===== src/rtl/plab5_mcore_mem_req_cmsg_unpack_queue_pkg.sv =====
// Shared widths, message type encodings and width helpers for the
// memory-request control-message unpack queue.
package plab5_mcore_mem_req_cmsg_unpack_queue_pkg;

  localparam int mem_req_type_nbits = 3;

  typedef enum logic [mem_req_type_nbits-1:0] {
    mem_req_read  = 3'd0,
    mem_req_write = 3'd1,
    mem_req_init  = 3'd2
  } mem_req_type_e;

  // len encodes 1..d/8-1 directly and d/8 as zero, so it needs clog2(d/8) bits
  function automatic int calc_len_nbits(input int data_nbits);
    int r;
    r = $clog2(data_nbits / 8);
    return (r < 1) ? 1 : r;
  endfunction

  function automatic int calc_msg_nbits(input int opaque_nbits, input int addr_nbits,
                                        input int data_nbits);
    return mem_req_type_nbits + opaque_nbits + addr_nbits + calc_len_nbits(data_nbits);
  endfunction

  function automatic int calc_cnt_nbits(input int num_entries);
    return $clog2(num_entries) + 1;
  endfunction

  function automatic int calc_word_nbytes(input int data_nbits);
    return data_nbits / 8;
  endfunction

endpackage


===== src/rtl/plab5_mcore_mem_req_cmsg_unpack_queue_if.sv =====
// Producer/consumer bundle of the unpack queue: packed messages in,
// unpacked head fields out.
interface plab5_mcore_mem_req_cmsg_unpack_queue_if
  import plab5_mcore_mem_req_cmsg_unpack_queue_pkg::*;
#(
  parameter int p_opaque_nbits = 8,
  parameter int p_addr_nbits   = 32,
  parameter int p_data_nbits   = 32
);

  localparam int len_nbits = calc_len_nbits(p_data_nbits);
  localparam int msg_nbits = calc_msg_nbits(p_opaque_nbits, p_addr_nbits, p_data_nbits);

  // Both channels are val/rdy: a transfer happens on a rising edge where val
  // and rdy are both high; val never depends on rdy, and neither rdy depends
  // on the opposite channel's val/rdy in the same cycle.
  logic                          in_val;
  logic                          in_rdy;
  logic [msg_nbits-1:0]          in_msg;
  logic                          in_ns;

  logic                          out_val;
  logic                          out_rdy;
  logic [mem_req_type_nbits-1:0] out_type;
  logic [p_opaque_nbits-1:0]     out_opaque;
  logic [p_addr_nbits-1:0]       out_addr;
  logic [len_nbits-1:0]          out_len;
  logic [len_nbits:0]            out_nbytes;
  logic                          out_ns;
  logic                          out_misaligned;

  modport master (
    output in_val, in_msg, in_ns, out_rdy,
    input  in_rdy, out_val, out_type, out_opaque, out_addr, out_len,
           out_nbytes, out_ns, out_misaligned
  );

  modport slave (
    input  in_val, in_msg, in_ns, out_rdy,
    output in_rdy, out_val, out_type, out_opaque, out_addr, out_len,
           out_nbytes, out_ns, out_misaligned
  );

endinterface


===== src/rtl/plab5_mcore_mem_req_cmsg_field_split.sv =====
// Combinational split of one packed control message into its fields, plus the
// derived byte count and address-misalignment flag.
module plab5_mcore_mem_req_cmsg_field_split
  import plab5_mcore_mem_req_cmsg_unpack_queue_pkg::*;
#(
  parameter int p_opaque_nbits = 8,
  parameter int p_addr_nbits   = 32,
  parameter int p_data_nbits   = 32,
  parameter int p_chk_align    = 1,
  localparam int len_nbits = calc_len_nbits(p_data_nbits),
  localparam int msg_nbits = calc_msg_nbits(p_opaque_nbits, p_addr_nbits, p_data_nbits)
)(
  input  logic [msg_nbits-1:0]          msg,
  output logic [mem_req_type_nbits-1:0] msg_type,
  output logic [p_opaque_nbits-1:0]     opaque,
  output logic [p_addr_nbits-1:0]       addr,
  output logic [len_nbits-1:0]          len,
  output logic [len_nbits:0]            nbytes,
  output logic                          misaligned
);

  localparam int                 word_nbytes = calc_word_nbytes(p_data_nbits);
  localparam logic [len_nbits:0] nbytes_word = word_nbytes[len_nbits:0];
  localparam logic [len_nbits:0] nbytes_one  = {{len_nbits{1'b0}}, 1'b1};

  logic [len_nbits:0] nbytes_mask;
  logic               nbytes_pow2;
  logic               mis_pow2;
  logic               mis_other;

  assign {msg_type, opaque, addr, len} = msg;

  // A zero len means a full data word.
  assign nbytes = (len == '0) ? nbytes_word : {1'b0, len};

  assign nbytes_mask = nbytes - nbytes_one;
  assign nbytes_pow2 = ((nbytes & nbytes_mask) == '0);

  // Odd sizes such as 3 have no natural alignment; they must start word-aligned.
  assign mis_pow2  = |(addr[len_nbits:0] & nbytes_mask);
  assign mis_other = |addr[len_nbits-1:0];

  assign misaligned = (p_chk_align != 0) && (nbytes_pow2 ? mis_pow2 : mis_other);

endmodule


===== src/rtl/plab5_mcore_mem_req_cmsg_unpack_queue.sv =====
// Buffered val/rdy queue of memory-request control messages with NS tags,
// presenting the head entry as unpacked fields. No bypass, no pipe-through.
module plab5_mcore_mem_req_cmsg_unpack_queue
  import plab5_mcore_mem_req_cmsg_unpack_queue_pkg::*;
#(
  parameter int p_opaque_nbits = 8,
  parameter int p_addr_nbits   = 32,
  parameter int p_data_nbits   = 32,
  parameter int p_num_entries  = 2,
  parameter int p_chk_align    = 1,
  localparam int msg_nbits = calc_msg_nbits(p_opaque_nbits, p_addr_nbits, p_data_nbits),
  localparam int cnt_nbits = calc_cnt_nbits(p_num_entries)
)(
  input  logic                 clk,
  input  logic                 reset_n,
  plab5_mcore_mem_req_cmsg_unpack_queue_if.slave q,
  output logic [cnt_nbits-1:0] count
);

  localparam int                 ptr_nbits = $clog2(p_num_entries);
  localparam logic [cnt_nbits-1:0] cnt_full = p_num_entries[cnt_nbits-1:0];
  localparam logic [ptr_nbits-1:0] ptr_one  = {{(ptr_nbits-1){1'b0}}, 1'b1};

  // Each slot holds {msg, ns} so the domain bit can never drift from its message.
  logic [msg_nbits:0]   slots [p_num_entries];
  logic [ptr_nbits-1:0] head;
  logic [ptr_nbits-1:0] tail;
  logic                 accept_en;
  logic                 enq;
  logic                 deq;
  logic [msg_nbits:0]   head_slot;

  assign q.in_rdy  = accept_en & (count != cnt_full);
  assign q.out_val = (count != '0);

  assign enq = q.in_val  & q.in_rdy;
  assign deq = q.out_val & q.out_rdy;

  // accept_en holds in_rdy low through reset and releases it one edge later.
  always_ff @(posedge clk or negedge reset_n) begin
    if (!reset_n) begin
      head      <= '0;
      tail      <= '0;
      count     <= '0;
      accept_en <= 1'b0;
      for (int i = 0; i < p_num_entries; i++) slots[i] <= '0;
    end else begin
      accept_en <= 1'b1;
      if (enq) begin
        slots[tail] <= {q.in_msg, q.in_ns};
        tail        <= tail + ptr_one;
      end
      if (deq) head <= head + ptr_one;
      count <= count + cnt_nbits'(enq) - cnt_nbits'(deq);
    end
  end

  assign head_slot = slots[head];
  assign q.out_ns  = head_slot[0];

  plab5_mcore_mem_req_cmsg_field_split #(
    .p_opaque_nbits (p_opaque_nbits),
    .p_addr_nbits   (p_addr_nbits),
    .p_data_nbits   (p_data_nbits),
    .p_chk_align    (p_chk_align)
  ) split (
    .msg        (head_slot[msg_nbits:1]),
    .msg_type   (q.out_type),
    .opaque     (q.out_opaque),
    .addr       (q.out_addr),
    .len        (q.out_len),
    .nbytes     (q.out_nbytes),
    .misaligned (q.out_misaligned)
  );

endmodule


===== src/flat_wrapper.sv =====
// flat-port wrapper written by rule: the top's interface ports become plain ports
module plab5_mcore_mem_req_cmsg_unpack_queue_flat import plab5_mcore_mem_req_cmsg_unpack_queue_pkg::*;
#(
  parameter int p_opaque_nbits = 8,
  parameter int p_addr_nbits   = 32,
  parameter int p_data_nbits   = 32,
  parameter int p_num_entries  = 2,
  parameter int p_chk_align    = 1,
  localparam int msg_nbits = calc_msg_nbits(p_opaque_nbits, p_addr_nbits, p_data_nbits),
  localparam int cnt_nbits = calc_cnt_nbits(p_num_entries)
)
  (clk, reset_n, count, q_in_val, q_in_msg, q_in_ns, q_out_rdy, q_in_rdy, q_out_val, q_out_type, q_out_opaque, q_out_addr, q_out_len, q_out_nbytes, q_out_ns, q_out_misaligned);
  plab5_mcore_mem_req_cmsg_unpack_queue_if #(.p_opaque_nbits(p_opaque_nbits), .p_addr_nbits(p_addr_nbits), .p_data_nbits(p_data_nbits)) q_i ();
  input  logic clk;
  input  logic reset_n;
  output logic [cnt_nbits-1:0] count;
  input wire logic [$bits(q_i.in_val)-1:0] q_in_val;
  input wire logic [$bits(q_i.in_msg)-1:0] q_in_msg;
  input wire logic [$bits(q_i.in_ns)-1:0] q_in_ns;
  input wire logic [$bits(q_i.out_rdy)-1:0] q_out_rdy;
  output wire logic [$bits(q_i.in_rdy)-1:0] q_in_rdy;
  output wire logic [$bits(q_i.out_val)-1:0] q_out_val;
  output wire logic [$bits(q_i.out_type)-1:0] q_out_type;
  output wire logic [$bits(q_i.out_opaque)-1:0] q_out_opaque;
  output wire logic [$bits(q_i.out_addr)-1:0] q_out_addr;
  output wire logic [$bits(q_i.out_len)-1:0] q_out_len;
  output wire logic [$bits(q_i.out_nbytes)-1:0] q_out_nbytes;
  output wire logic [$bits(q_i.out_ns)-1:0] q_out_ns;
  output wire logic [$bits(q_i.out_misaligned)-1:0] q_out_misaligned;
  assign q_i.in_val = q_in_val;
  assign q_i.in_msg = q_in_msg;
  assign q_i.in_ns = q_in_ns;
  assign q_i.out_rdy = q_out_rdy;
  assign q_in_rdy = q_i.in_rdy;
  assign q_out_val = q_i.out_val;
  assign q_out_type = q_i.out_type;
  assign q_out_opaque = q_i.out_opaque;
  assign q_out_addr = q_i.out_addr;
  assign q_out_len = q_i.out_len;
  assign q_out_nbytes = q_i.out_nbytes;
  assign q_out_ns = q_i.out_ns;
  assign q_out_misaligned = q_i.out_misaligned;
  plab5_mcore_mem_req_cmsg_unpack_queue #(.p_opaque_nbits(p_opaque_nbits), .p_addr_nbits(p_addr_nbits), .p_data_nbits(p_data_nbits), .p_num_entries(p_num_entries), .p_chk_align(p_chk_align)) u_core (.clk(clk), .reset_n(reset_n), .q(q_i), .count(count));
endmodule

===== config.mk =====
export PLATFORM = sky130hd
export DESIGN_NAME = plab5_mcore_mem_req_cmsg_unpack_queue_flat
export DESIGN_NICKNAME = d
export VERILOG_FILES = /design/src/rtl/plab5_mcore_mem_req_cmsg_unpack_queue_pkg.sv /design/src/rtl/plab5_mcore_mem_req_cmsg_unpack_queue_if.sv /design/src/rtl/plab5_mcore_mem_req_cmsg_field_split.sv /design/src/rtl/plab5_mcore_mem_req_cmsg_unpack_queue.sv /design/src/flat_wrapper.sv
export SDC_FILE = /design/constraint.sdc
export NUM_CORES = 1
export LEC_CHECK = 0
export BUFFER_PORTS_ARGS = -buffer_cell sky130_fd_sc_hd__buf_2
export CORE_MARGIN = 2
export CORE_UTILIZATION = 35
export CTS_CLUSTER_SIZE = 14
export DETAILED_ROUTE_END_ITERATION = 10
export SYNTH_ARGS = -nofsm -noshare
export SYNTH_HDL_FRONTEND = slang
export SYNTH_SLANG_ARGS = --single-unit

===== constraint.sdc =====
create_clock -name clk -period 2.35 [get_ports clk]
set_input_delay 0.235 -clock clk [delete_from_list [all_inputs] [get_ports clk]]
set_output_delay 0.235 -clock clk [all_outputs]
set_load 0.1 [all_outputs]

# After elaboration in Yosys (flattened, before gate mapping)
# Index checks and enable logic that the tools add are counted.
# W data, S select, Z words.
totals:
  reg_bits: 97
  input_bits: 50
  out_inout_bits: 54
  wordCells: 36
classes:
  n_addsub: 5
  n_lt_le_gt_ge: 3
  eq_ne: 1
  mux: 8
  n_bitwise: 7
  reduce_logical: 6
op_table:
  columns: ["cell", "count"]
  rows:
  - ["$mux W46", 4]
  - ["$bwmux W92", 1]
  - ["$demux W46 S1", 1]
  - ["$and A3 B3 Y3", 2]
  - ["$ge A2 B2 Y1 const B", 2]
  - ["$not A1 Y2", 2]
  - ["$and A1 B1 Y1", 3]
  - ["$logic_not A3 Y1", 1]
  - ["$mux W3", 1]
  - ["$reduce_or A3 Y1", 1]
  - ["$sub A3 B1 Y3 const B", 1]
  - ["$add A1 B1 Y1 const B", 2]
  - ["$add A2 B1 Y2", 1]
  - ["$logic_not A2 Y1", 1]
  - ["$lt A2 B1 Y1 const B", 1]
  - ["$ne A2 B2 Y1 const B", 1]
  - ["$reduce_bool A2 Y1", 1]
  - ["$reduce_or A2 Y1", 1]
  - ["$sub A2 B1 Y2", 1]
  - ["$logic_and A1 B1 Y1", 1]
  - ["$mux W1", 1]

# Logic depth before layout (Yosys ltp)
# Gate-level depths: netlist (run 1).
logic_depth:
  ltp_word: 10
  ltp_mapped: 7
  ltp_nobuf: 7

# By module
# Synthesis (run 1) repeated with hierarchy kept, for this count alone.
unflattened:
  hier_cells: 322
  hier_area_um2: 4832.1
by_module_without_submodules:
  columns: ["module", "n_inst", "cells_each", "area_per_inst_um2", "seq_area_each_um2"]
  rows:
  - ["plab5_mcore_mem_req_cmsg_unpack_queue", 1, 264, 4404.2, 2427.3]
  - ["plab5_mcore_mem_req_cmsg_field_split", 1, 58, 427.9, 0.0]

# Worst setup path before layout (run 1)
# OpenSTA, ideal clock, no wires.
synth_path:
  kind: "flip-flop to output port"
  from: "register u_core.head"
  to: "output q_out_misaligned"
  arrival_time_ps: 3637
  slack_ps: -1522
  stages_incl_launch_ff: 8
  cell_sequence: "dfrtp_1 -> buf_2 -> buf_2 -> mux2i_1 -> ha_1 -> xor2_1 -> nand2_1 -> o211ai_1"
synth_via:
  elab_chain_len: 10
  word_cells_on_any_way: 13
synth_lines:
  columns: ["item", "line", "source"]
  rows:
  - ["start, declared", "plab5_mcore_mem_req_cmsg_unpack_queue.sv:26", "logic [ptr_nbits-1:0] head;"]
  - ["start signal, assigned", "plab5_mcore_mem_req_cmsg_unpack_queue.sv:53", "if (deq) head <= head + ptr_one;"]
  - ["$not A1 Y2 (not written as such) (*)", "plab5_mcore_mem_req_cmsg_unpack_queue.sv:58", "assign head_slot = slots[head];"]
  - ["$mux W46 (not written as such) (*) (3 in series)", "plab5_mcore_mem_req_cmsg_unpack_queue.sv:58", null]
  - ["$logic_not A2 Y1 (*)", "plab5_mcore_mem_req_cmsg_field_split.sv:34", "assign nbytes = (len == '0) ? nbytes_word : {1'b0, len};"]
  - ["$mux W3 (*)", "plab5_mcore_mem_req_cmsg_field_split.sv:34", null]
  - ["via q_out_nbytes[2]", "flat_wrapper.sv:27", "output wire logic [$bits(q_i.out_nbytes)-1:0] q_out_nbytes;"]
  - ["$sub A3 B1 Y3", "plab5_mcore_mem_req_cmsg_field_split.sv:36", "assign nbytes_mask = nbytes - nbytes_one;"]
  - ["$and A3 B3 Y3 (on tied branches)", "plab5_mcore_mem_req_cmsg_field_split.sv:40, plab5_mcore_mem_req_cmsg_field_split.sv:37", null]
  - ["$reduce_or A3 Y1 or $logic_not A3 Y1 (tied branches)", "plab5_mcore_mem_req_cmsg_field_split.sv:40, plab5_mcore_mem_req_cmsg_field_split.sv:37", null]
  - ["$mux W1 (*)", "plab5_mcore_mem_req_cmsg_field_split.sv:43", "assign misaligned = (p_chk_align != 0) && (nbytes_pow2 ? mis_pow2 : mis_other);"]
  - ["end, declared", "flat_wrapper.sv:29", "output wire logic [$bits(q_i.out_misaligned)-1:0] q_out_misaligned;"]
# The timed path passes the listed nets; every way through them passes the cells marked *. The select of a mux whose other input is x is not followed.

# Worst setup path after layout (run 1)
layout_path:
  from: "register u_core.head"
  to: "output q_out_misaligned"
layout_via:
  elab_chain_len: 10
  word_cells_on_any_way: 13
layout_lines:
  columns: ["item", "line"]
  rows:
  - ["$not A1 Y2 (not written as such) (*)", "plab5_mcore_mem_req_cmsg_unpack_queue.sv:58"]
  - ["$mux W46 (not written as such) (*) (3 in series)", "plab5_mcore_mem_req_cmsg_unpack_queue.sv:58"]
  - ["$logic_not A2 Y1", "plab5_mcore_mem_req_cmsg_field_split.sv:34"]
  - ["$mux W3", "plab5_mcore_mem_req_cmsg_field_split.sv:34"]
  - ["$sub A3 B1 Y3", "plab5_mcore_mem_req_cmsg_field_split.sv:36"]
  - ["$and A3 B3 Y3 (on tied branches)", "plab5_mcore_mem_req_cmsg_field_split.sv:40, plab5_mcore_mem_req_cmsg_field_split.sv:37"]
  - ["$reduce_or A3 Y1 or $logic_not A3 Y1 (tied branches)", "plab5_mcore_mem_req_cmsg_field_split.sv:40, plab5_mcore_mem_req_cmsg_field_split.sv:37"]
  - ["$mux W1 (*)", "plab5_mcore_mem_req_cmsg_field_split.sv:43"]
# Every way passes the cells marked *; elsewhere a longest branch is shown, timed or not. The select of a mux whose other input is x is not followed.

==> flow_metrics.py, run 1 <==
metrics = {
    "run_status": {
        "status": "finished clean",
    },
    "setup_path": {
        "endpoint_kind": "primary output",
        "crit_arrival_ns": 2.07,
        "worst-setup-path-type": "register to primary output",
        "cp.depth": 6,
        "cp_max_fo": 4,
        "path_delay_family": "flip-flops",
        "critPathMaxStageDelay_ns": 0.47,
        "path_cells": "mux2i_4 -> ha_1 -> xor2_1 -> nand2_1 -> o211ai_1 -> buf_12",
        "cp_slowest_cell": "dfrtp_2",
        "r2r_cells": 4,
        "cp-start-kind": "register",
        "cp.required_ns": 2.12,
        "path_buf_inv": 1,
    },
    "routing": {
        "drc": 0,
        "drt_iter0_markers": 76,
        "wl_met1_mm": 4.22,
        "vias_per_cell": 4.65,
        "drt-wirelength-per-cell_um": 16.1,
        "dr_total_vias": 2621,
        "routed_wl_mm": 9.07,
        "met3WireLength_um": 465,
        "wl_met2_mm": 4.26,
        "first_pass_iters": 4,
        "top_layer": "met4",
        "ant_nets": 0,
    },
    "sta": {
        "slew_headroom_pct": 60.7,
        "post-route-period-util_pct": 97.9,
        "slew_violations": 0,
        "tightestPinTransition_ns": 0.589,
        "rsz0062_at_grt": "true",
        "min_period_ns": 2.30,
        "fmax_ghz": 0.435,
        "skew_ns": 0.00640,
        "timing.final.ws_setup_ns": 0.0488,
        "hold_violations": 0,
        "final-setup-viol-count": 0,
    },
    "yosys": {
        "ys.flop_type": "dfrtp_1",
        "synth.distinct_cells": 25,
        "synth.area.top_cells": "dfrtp_1 54%, mux2_2 23%, mux2_4 13%",
        "ys_ff_latch": 97,
        "syn_nets": 333,
        "synth_top_cell_area_share_pct": 53.9,
        "yosys_warnings": 0,
        "synth_cells": 278,
        "synth-async-reset-ratio_pct": 100,
        "syn_avg_cell_area_um2": 16.2,
        "yosysSeqAreaShare_pct": 53.9,
        "synth_top_cell_by_area": "dfrtp_1",
        "synth_common_cells": "97 x dfrtp_1, 93 x mux2_2, 40 x mux2_4",
        "syn_area_um2": 4510,
        "post-synth-top-count-cell": "dfrtp_1",
        "synth-edff-count": 0,
    },
    "placement": {
        "port_buffers": 103,
        "dp_hpwl_mm": 5.78,
        "dp_slack_ns": 0.257,
        "gp_congestion": 0.662,
    },
    "clock_tree": {
        "clock_latency_ns": 0.35,
        "cts_tree": "done",
        "clock_path_buffers": 2,
        "cts_sinks": 97,
        "cts_max_level": 3,
        "clockRootBuffer": "clkbuf_16",
        "clk_pin_slew_ns": 0.07,
        "numCtsBuffers": 9,
    },
    "global_route": {
        "grt_pass1_vias": 2835,
        "antenna_found_initial": 0,
        "grt_max_degree": 46,
        "grt_usage_pct": 13.5,
        "gr-total-overflow": 0,
        "grt_pass1_wl_mm": 14.6,
    },
    "floorplanning": {
        "start_util_pct": 35.7,
        "coreArea_um2": 12600,
        "rows": 41,
        "die_h_um": 117,
        "die_w_um": 117,
        "io-pin-count": 104,
        "dieArea_um2": 13800,
    },
    "hold_path": {
        "hp-class": "primary input to register",
        "hold_depth": 2,
    },
    "layout": {
        "diodes": 0,
        "drive_gt1_share_pct": 70.4,
        "final_nets": 442,
        "syn2layout_area_growth_pct": 25.9,
    },
    "job": {
        "maxCapViolCount": 0,
    },
}
cells in the final DEF, fill, tap and decap left out, types with 2 or more instances in the layout:
cell,instances
buf_2,100
bufinv_16,3
dfrtp_2,3
buf_4,7
ha_1,3
buf_12,5
mux2_1,3
mux2_4,40
clkbuf_16,10
inv_1,4
ha_4,2
xnor2_1,2
dfrtp_1,94
xor2_1,3
mux2i_4,2
mux2_2,93
cell type report:
cell class / instances / area (um2)
inverters: 5 / 22.5
well taps: 172 / 215
clock inverters: 6 / 113
flip-flops and latches: 97 / 2430
multi-input cells: 160 / 1960
clock buffers: 10 / 239
repair buffers: 114 / 688
fillers: 1173 / 6950
state kept, by name, summed over array words and instances (netlist names):
register,flops
u_core.accept_en,1
u_core.count,2
u_core.head,1
u_core.slots,92
u_core.tail,1
layer usage:
layer / vias up / GRT usage, %
li1: 1200 / -
met1: 1339 / 17.6
met2: 71 / 20.9
met3: 11 / 4.60
met4: 0 / 4.52
met5: - / 0
per-stage QoR:
step	hold slack (ns)	util [%]	instance area [um2]	TNS [ns]	cells
global route	0.113	45.0	5670	-0.0602	564
detailed placement	0.282	41.6	5250	0	543
CTS	0.101	44.6	5630	0	560
floorplan	-0.0606	-	4570	-1.13	278
global placement	0.270	41.6	5250	0	543
finish	0.122	45.0	5670	0	564
final timing paths:
path,start,end,slack (ns)
worst max-delay path,u_core.head,q_out_misaligned,0.05
worst min-delay path,q_in_msg[17],u_core.slots[18],0.12
worst max register to register,u_core.count[1],u_core.slots[16],0.56
worst min register to register,u_core.slots[18],u_core.slots[18],0.49
max in group asynchronous,reset_n,u_core.slots[63],1.25
min in group asynchronous,reset_n,u_core.slots[68],0.45
kinds of logic after synthesis:
family / synth area share, %
compound gates: 0.444
xor+xnor: 0.972
fa+ha+maj: 1.39
buf+inv: 3.78
flops: 53.9
mux: 37.8
other cells: 0.0832
simple gates: 1.69
timing repair:
action | 4_1_cts | 5_1_grt
hold buffers | 1 | 0
gates resized for setup | 2 | 0
pin swaps | 1 | 1
buffers inserted | 0 | 3
hold endpoints to repair | 43 | 0
setup endpoints to repair | 1 | 1
gates cloned | 0 | 1
Power of run 1 is left out: the tool's default activity adds up to more than one toggle a clock period on the data nets, which glitch-free logic cannot reach.
==> run 2, diff against run 1 <==
--- a/config.mk
+++ b/config.mk
@@ -10,6 +10,7 @@
 export CORE_UTILIZATION = 35
 export CTS_CLUSTER_SIZE = 14
 export DETAILED_ROUTE_END_ITERATION = 10
+export RECOVER_POWER = 50
 export SYNTH_ARGS = -nofsm -noshare
 export SYNTH_HDL_FRONTEND = slang
 export SYNTH_SLANG_ARGS = --single-unit
==> run 2 against run 1 <==
Final cell count did not move. Clock-buffer cell count is the same. Critical path type unchanged. Hold slack hardly changed. Design area decreased by 0.40%. Via count hardly changed. First-iteration DRC count rose by 1.3%. Worst setup slack lost 0.0041 ns. Register-to-register slack worse by 0.10 ns.
==> flow_metrics.py, run 2 (synthesis results as in run 1) <==
metrics = {
    "run_status": {
        "status": "finished clean",
    },
    "floorplanning": {
        "die_w_um": 117,
        "die_h_um": 117,
        "start_util_pct": 35.7,
        "io-pin-count": 104,
        "coreArea_um2": 12600,
        "rows": 41,
        "dieArea_um2": 13800,
    },
    "sta": {
        "timing.final.ws_setup_ns": 0.0447,
        "fmax_ghz": 0.434,
        "rsz0062_at_grt": "true",
        "post-route-period-util_pct": 98.1,
        "slew_headroom_pct": 26.3,
        "tightestPinTransition_ns": 1.11,
        "slew_violations": 0,
        "final-setup-viol-count": 0,
        "skew_ns": 0.00578,
        "hold_violations": 0,
        "min_period_ns": 2.31,
    },
    "layout": {
        "largest_reg_flops": 92,
        "top_regs": "u_core.slots x92, u_core.count x2",
        "syn2layout_area_growth_pct": 25.4,
        "drive_gt1_share_pct": 70.2,
        "top_register": "u_core.slots",
        "final_nets": 442,
        "diodes": 0,
        "mostFrequentLayoutCells": "100 x buf_2, 94 x dfrtp_1, 93 x mux2_2",
        "final_core_util_pct": 44.8,
        "mostFrequentLayoutCell": "buf_2",
    },
    "global_route": {
        "grt_pass1_wl_mm": 14.6,
        "gr-total-overflow": 0,
        "grt_max_degree": 46,
        "grt_usage_pct": 13.5,
        "antenna_found_initial": 0,
        "grt_pass1_vias": 2835,
    },
    "routing": {
        "drt-wirelength-per-cell_um": 16.1,
        "drt_iter0_markers": 77,
        "first_pass_iters": 4,
        "routed_wl_mm": 9.08,
        "vias_per_cell": 4.65,
        "dr_total_vias": 2623,
        "drc": 0,
        "ant_nets": 0,
    },
    "setup_path": {
        "cp_slowest_cell": "dfrtp_2",
        "cp.required_ns": 2.12,
        "path_cells": "mux2i_4 -> ha_1 -> xor2_1 -> nand2_1 -> o211ai_1 -> buf_12",
        "endpoint_kind": "primary output",
        "path_buf_inv": 1,
        "crit_arrival_ns": 2.07,
        "worst-setup-path-type": "register to primary output",
        "critPathMaxStageDelay_ns": 0.47,
        "cp-start-kind": "register",
        "cp_max_fo": 4,
        "path_delay_family": "flip-flops",
    },
    "clock_tree": {
        "cts_sinks": 97,
        "clockRootBuffer": "clkbuf_16",
        "cts_max_level": 3,
        "clock_path_buffers": 2,
        "numCtsBuffers": 9,
        "cts_tree": "done",
        "clk_pin_slew_ns": 0.07,
        "clock_latency_ns": 0.35,
    },
    "placement": {
        "dp_slack_ns": 0.257,
        "dp_hpwl_mm": 5.78,
        "port_buffers": 103,
        "gp_congestion": 0.662,
    },
    "hold_path": {
        "hp-class": "primary input to register",
    },
    "job": {
        "maxCapViolCount": 0,
    },
}
[run 2: layout make-up]
cell class,count,area (um2)
Sequential cell,97,2430
Inverter,5,22.5
Clock buffer,10,239
Multi-Input combinational cell,160,1960
Fill cell,1177,6970
Timing Repair Buffer,114,673
Tap cell,172,215
Clock inverter,6,113
[run 2: final timing paths]
| path | from | to | slack, ns | depth (start not counted) |
|---|---|---|---|---|
| worst max register to register | u_core.count[1] | u_core.slots[16] | 0.46 | 4 |
| worst max-delay path | u_core.head | q_out_misaligned | 0.04 | 6 |
| max in group asynchronous | reset_n | u_core.slots[35] | 0.50 | 3 |
| min in group asynchronous | reset_n | u_core.slots[68] | 0.65 | 2 |
| worst min-delay path | q_in_msg[17] | u_core.slots[18] | 0.12 | 2 |
| worst min register to register | u_core.slots[18] | u_core.slots[18] | 0.49 | 1 |
[run 2: what timing repair did]
item / in CTS / in global routing
endpoints found under the hold margin: 43 / 0
pin swaps: 1 / 1
setup endpoints to repair: 1 / 1
setup buffers: 0 / 3
gates resized for setup: 2 / 0
hold buffers: 1 / 0
gates cloned: 0 / 1
[run 2: through the flow]
stage / hold slack (ns) / cell area [um2] / TNS [ns] / instances
2_1_floorplan: -0.0606 / 4570 / -1.13 / 278
5_1_grt: 0.113 / 5650 / -0.0602 / 564
3_3_place_gp: 0.270 / 5250 / 0 / 543
3_5_place_dp: 0.282 / 5250 / 0 / 543
6_report: 0.122 / 5650 / 0 / 564
4_1_cts: 0.101 / 5630 / 0 / 560
[run 2: layer usage]
layer / GRT usage [%] / wire length, um / vias up
met5: 0 / 0 / -
met4: 4.52 / 126 / 0
met3: 4.60 / 463 / 11
met2: 20.9 / 4260 / 71
met1: 17.6 / 4230 / 1339
li1: - / - / 1202
Power of run 2 is left out for the same reason.
==> run 3, diff against run 2 <==
--- a/config.mk
+++ b/config.mk
@@ -5,6 +5,7 @@
 export SDC_FILE = /design/constraint.sdc
 export NUM_CORES = 1
 export LEC_CHECK = 0
+export ABC_AREA = 1
 export BUFFER_PORTS_ARGS = -buffer_cell sky130_fd_sc_hd__buf_2
 export CORE_MARGIN = 2
 export CORE_UTILIZATION = 35
==> run 3 against run 2 <==
Routed wire length is 42% higher. Worst setup slack better by 0.12 ns. Non-clock buffer count is 8 higher. Largest cell class unchanged. Design area is 1.1% higher. Global-route usage is 5.2 points higher. Clock-buffer cell count is 2 higher. Sequential share of layout area is 0.49 points lower. First-iteration DRC count grew to 5.0 times the previous value. Core utilization is 1.3 points lower. Maximum frequency is 5.7% higher. Register-to-register slack worse by 0.22 ns. Critical path depth is 3 higher.
==> flow_metrics.py, run 3 <==
metrics = {
    "run_status": {
        "status": "finished clean",
    },
    "setup_path": {
        "cp_max_fo": 5,
        "cp.required_ns": 2.12,
        "cp-start-kind": "register",
        "startpoint": "u_core.head",
        "endpoint_kind": "primary output",
        "crit_arrival_ns": 1.95,
        "worst-setup-path-type": "register to primary output",
        "r2r_start": "u_core.tail",
    },
    "global_route": {
        "gr-total-overflow": 0,
        "antenna_found_initial": 0,
        "grt_pass1_wl_mm": 21.4,
        "grt_usage_pct": 18.7,
        "grt_max_degree": 65,
        "grt_pass1_vias": 4391,
    },
    "job": {
        "maxCapViolCount": 0,
    },
    "sta": {
        "fmax_ghz": 0.459,
        "min_period_ns": 2.18,
        "skew_ns": 0.00651,
        "timing.final.ws_setup_ns": 0.169,
        "hold_violations": 0,
        "tightestPinTransition_ns": 1.15,
        "post-route-period-util_pct": 92.8,
        "slew_headroom_pct": 23.6,
        "rsz0062_at_grt": "false",
        "tns_ns": 0,
        "final-setup-viol-count": 0,
        "slew_violations": 0,
    },
    "layout": {
        "drive_gt1_share_pct": 21.3,
        "syn2layout_area_growth_pct": 21.9,
        "top_regs": "u_core.slots x92, u_core.count x2",
        "finalNonFillerCells": 862,
        "mostFrequentLayoutCell": "nand2_1",
        "largest_reg_flops": 92,
        "num-fill-cells": 1368,
        "mostFrequentLayoutCells": "326 x nand2_1, 96 x buf_2, 95 x dfrtp_1",
        "top_register": "u_core.slots",
        "diodes": 0,
        "final_nets": 736,
        "finalInstanceArea_um2": 5710,
    },
    "clock_tree": {
        "numCtsBuffers": 9,
        "clockRootBuffer": "clkbuf_16",
        "clock_latency_ns": 0.34,
        "cts_max_level": 3,
        "cts_tree": "done",
        "clk_pin_slew_ns": 0.06,
        "clock_path_buffers": 2,
        "cts_sinks": 97,
    },
    "hold_path": {
        "hold_path.startpoint": "q_in_msg[34]",
        "hp-class": "primary input to register",
    },
    "yosys": {
        "ys.flop_type": "dfrtp_1",
        "synth-edff-count": 0,
        "syn_avg_cell_area_um2": 7.81,
        "synth_cells": 600,
        "post-synth-top-count-cell": "nand2_1",
        "synth_common_cells": "327 x nand2_1, 97 x dfrtp_1, 93 x nand4_1",
        "yosys_warnings": 0,
        "synth_top_cell_by_area": "dfrtp_1",
        "synth.area.top_cells": "dfrtp_1 52%, nand2_1 26%, nand4_1 12%",
        "synth_top_cell_area_share_pct": 51.8,
        "synth-async-reset-ratio_pct": 100,
        "syn_nets": 655,
        "ys_ff_latch": 97,
        "syn_area_um2": 4690,
        "yosysSeqAreaShare_pct": 51.8,
        "synth.distinct_cells": 18,
    },
    "placement": {
        "placed_cell_area_um2": 5440,
        "dp_slack_ns": 0.316,
        "gp_congestion": 0.787,
        "dp_hpwl_mm": 8.05,
        "numPlacedInstances": 844,
        "port_buffers": 103,
    },
    "floorplanning": {
        "start_util_pct": 35.7,
        "io-pin-count": 104,
        "die_w_um": 120,
        "dieArea_um2": 14300,
        "rows": 42,
        "coreArea_um2": 13100,
        "die_h_um": 120,
    },
    "routing": {
        "dr_total_vias": 4356,
        "drt-wirelength-per-cell_um": 14.9,
        "first_pass_iters": 5,
        "vias_per_cell": 5.05,
        "ant_nets": 0,
        "drt_iter0_markers": 386,
        "routed_wl_mm": 12.9,
        "drc": 0,
    },
}
-- run 3: path summary, 6_finish.rpt --
path | to | slack (ns) | cells past startpoint
min | u_core.slots[35] | 0.15 | 3
max reg2reg | u_core.slots[58] | 0.24 | 6
max | q_out_misaligned | 0.17 | 9
min in group asynchronous | u_core.slots[9] | 0.34 | 2
max in group asynchronous | u_core.tail | 0.76 | 3
min reg2reg | u_core.slots[2] | 0.48 | 2
-- run 3: cell type report --
type,instances,area [um2],area share [%]
multi-input combinational,439,2010,35.2
timing repair buffer,122,724,12.7
clock inverter,4,45.0,0.788
clock buffer,12,236,4.14
inverter,12,48.8,0.854
sequential,97,2430,42.5
tap,176,220,3.85
-- run 3: per-stage QoR --
step | hold slack (ns) | utilization (%)
after floorplan | -0.0606 | -
after global placement | 0.0532 | 41.4
after detailed placement | 0.0505 | 41.4
after CTS | 0.142 | 43.7
after global routing | 0.150 | 43.5
final | 0.152 | 43.5
-- run 3: cell families (layout without fill, tap and decap cells) --
group	after synthesis	count (layout)	synth area share, %
other cells	1	1	0.0800
compound gates	3	3	0.400
fa+ha+maj	5	5	1.33
flops	97	97	51.8
xor+xnor	3	3	0.561
buf+inv	64	150	6.25
simple gates	427	427	39.6
-- run 3: repair_timing --
action,CTS,global route
endpoints found under the hold margin,74,0
endpoints found under the setup margin,1,1
resized for setup,2,1
hold buffers,1,0
setup buffers,1,0
pin swaps,1,0
-- run 3: worst max-delay path, cell delays in order, from the launching register on --
cell,delay [ns]
dfrtp_2,0.41
inv_2,0.06
or2_2,0.28
o21ai_2,0.10
inv_2,0.08
ha_4,0.16
a21oi_1,0.11
nand3_1,0.12
nand3_4,0.11
buf_12,0.17
-- run 3: per-layer routing --
layer  up-vias  GRT usage, %  routed length (um)
li1       2108             -                   -
met1      2088          24.6                5860
met2       146          31.4                6170
met3        14          3.47                 652
met4         0          5.88                 196
met5         -             0                   0
Power of run 3 is left out for the same reason.
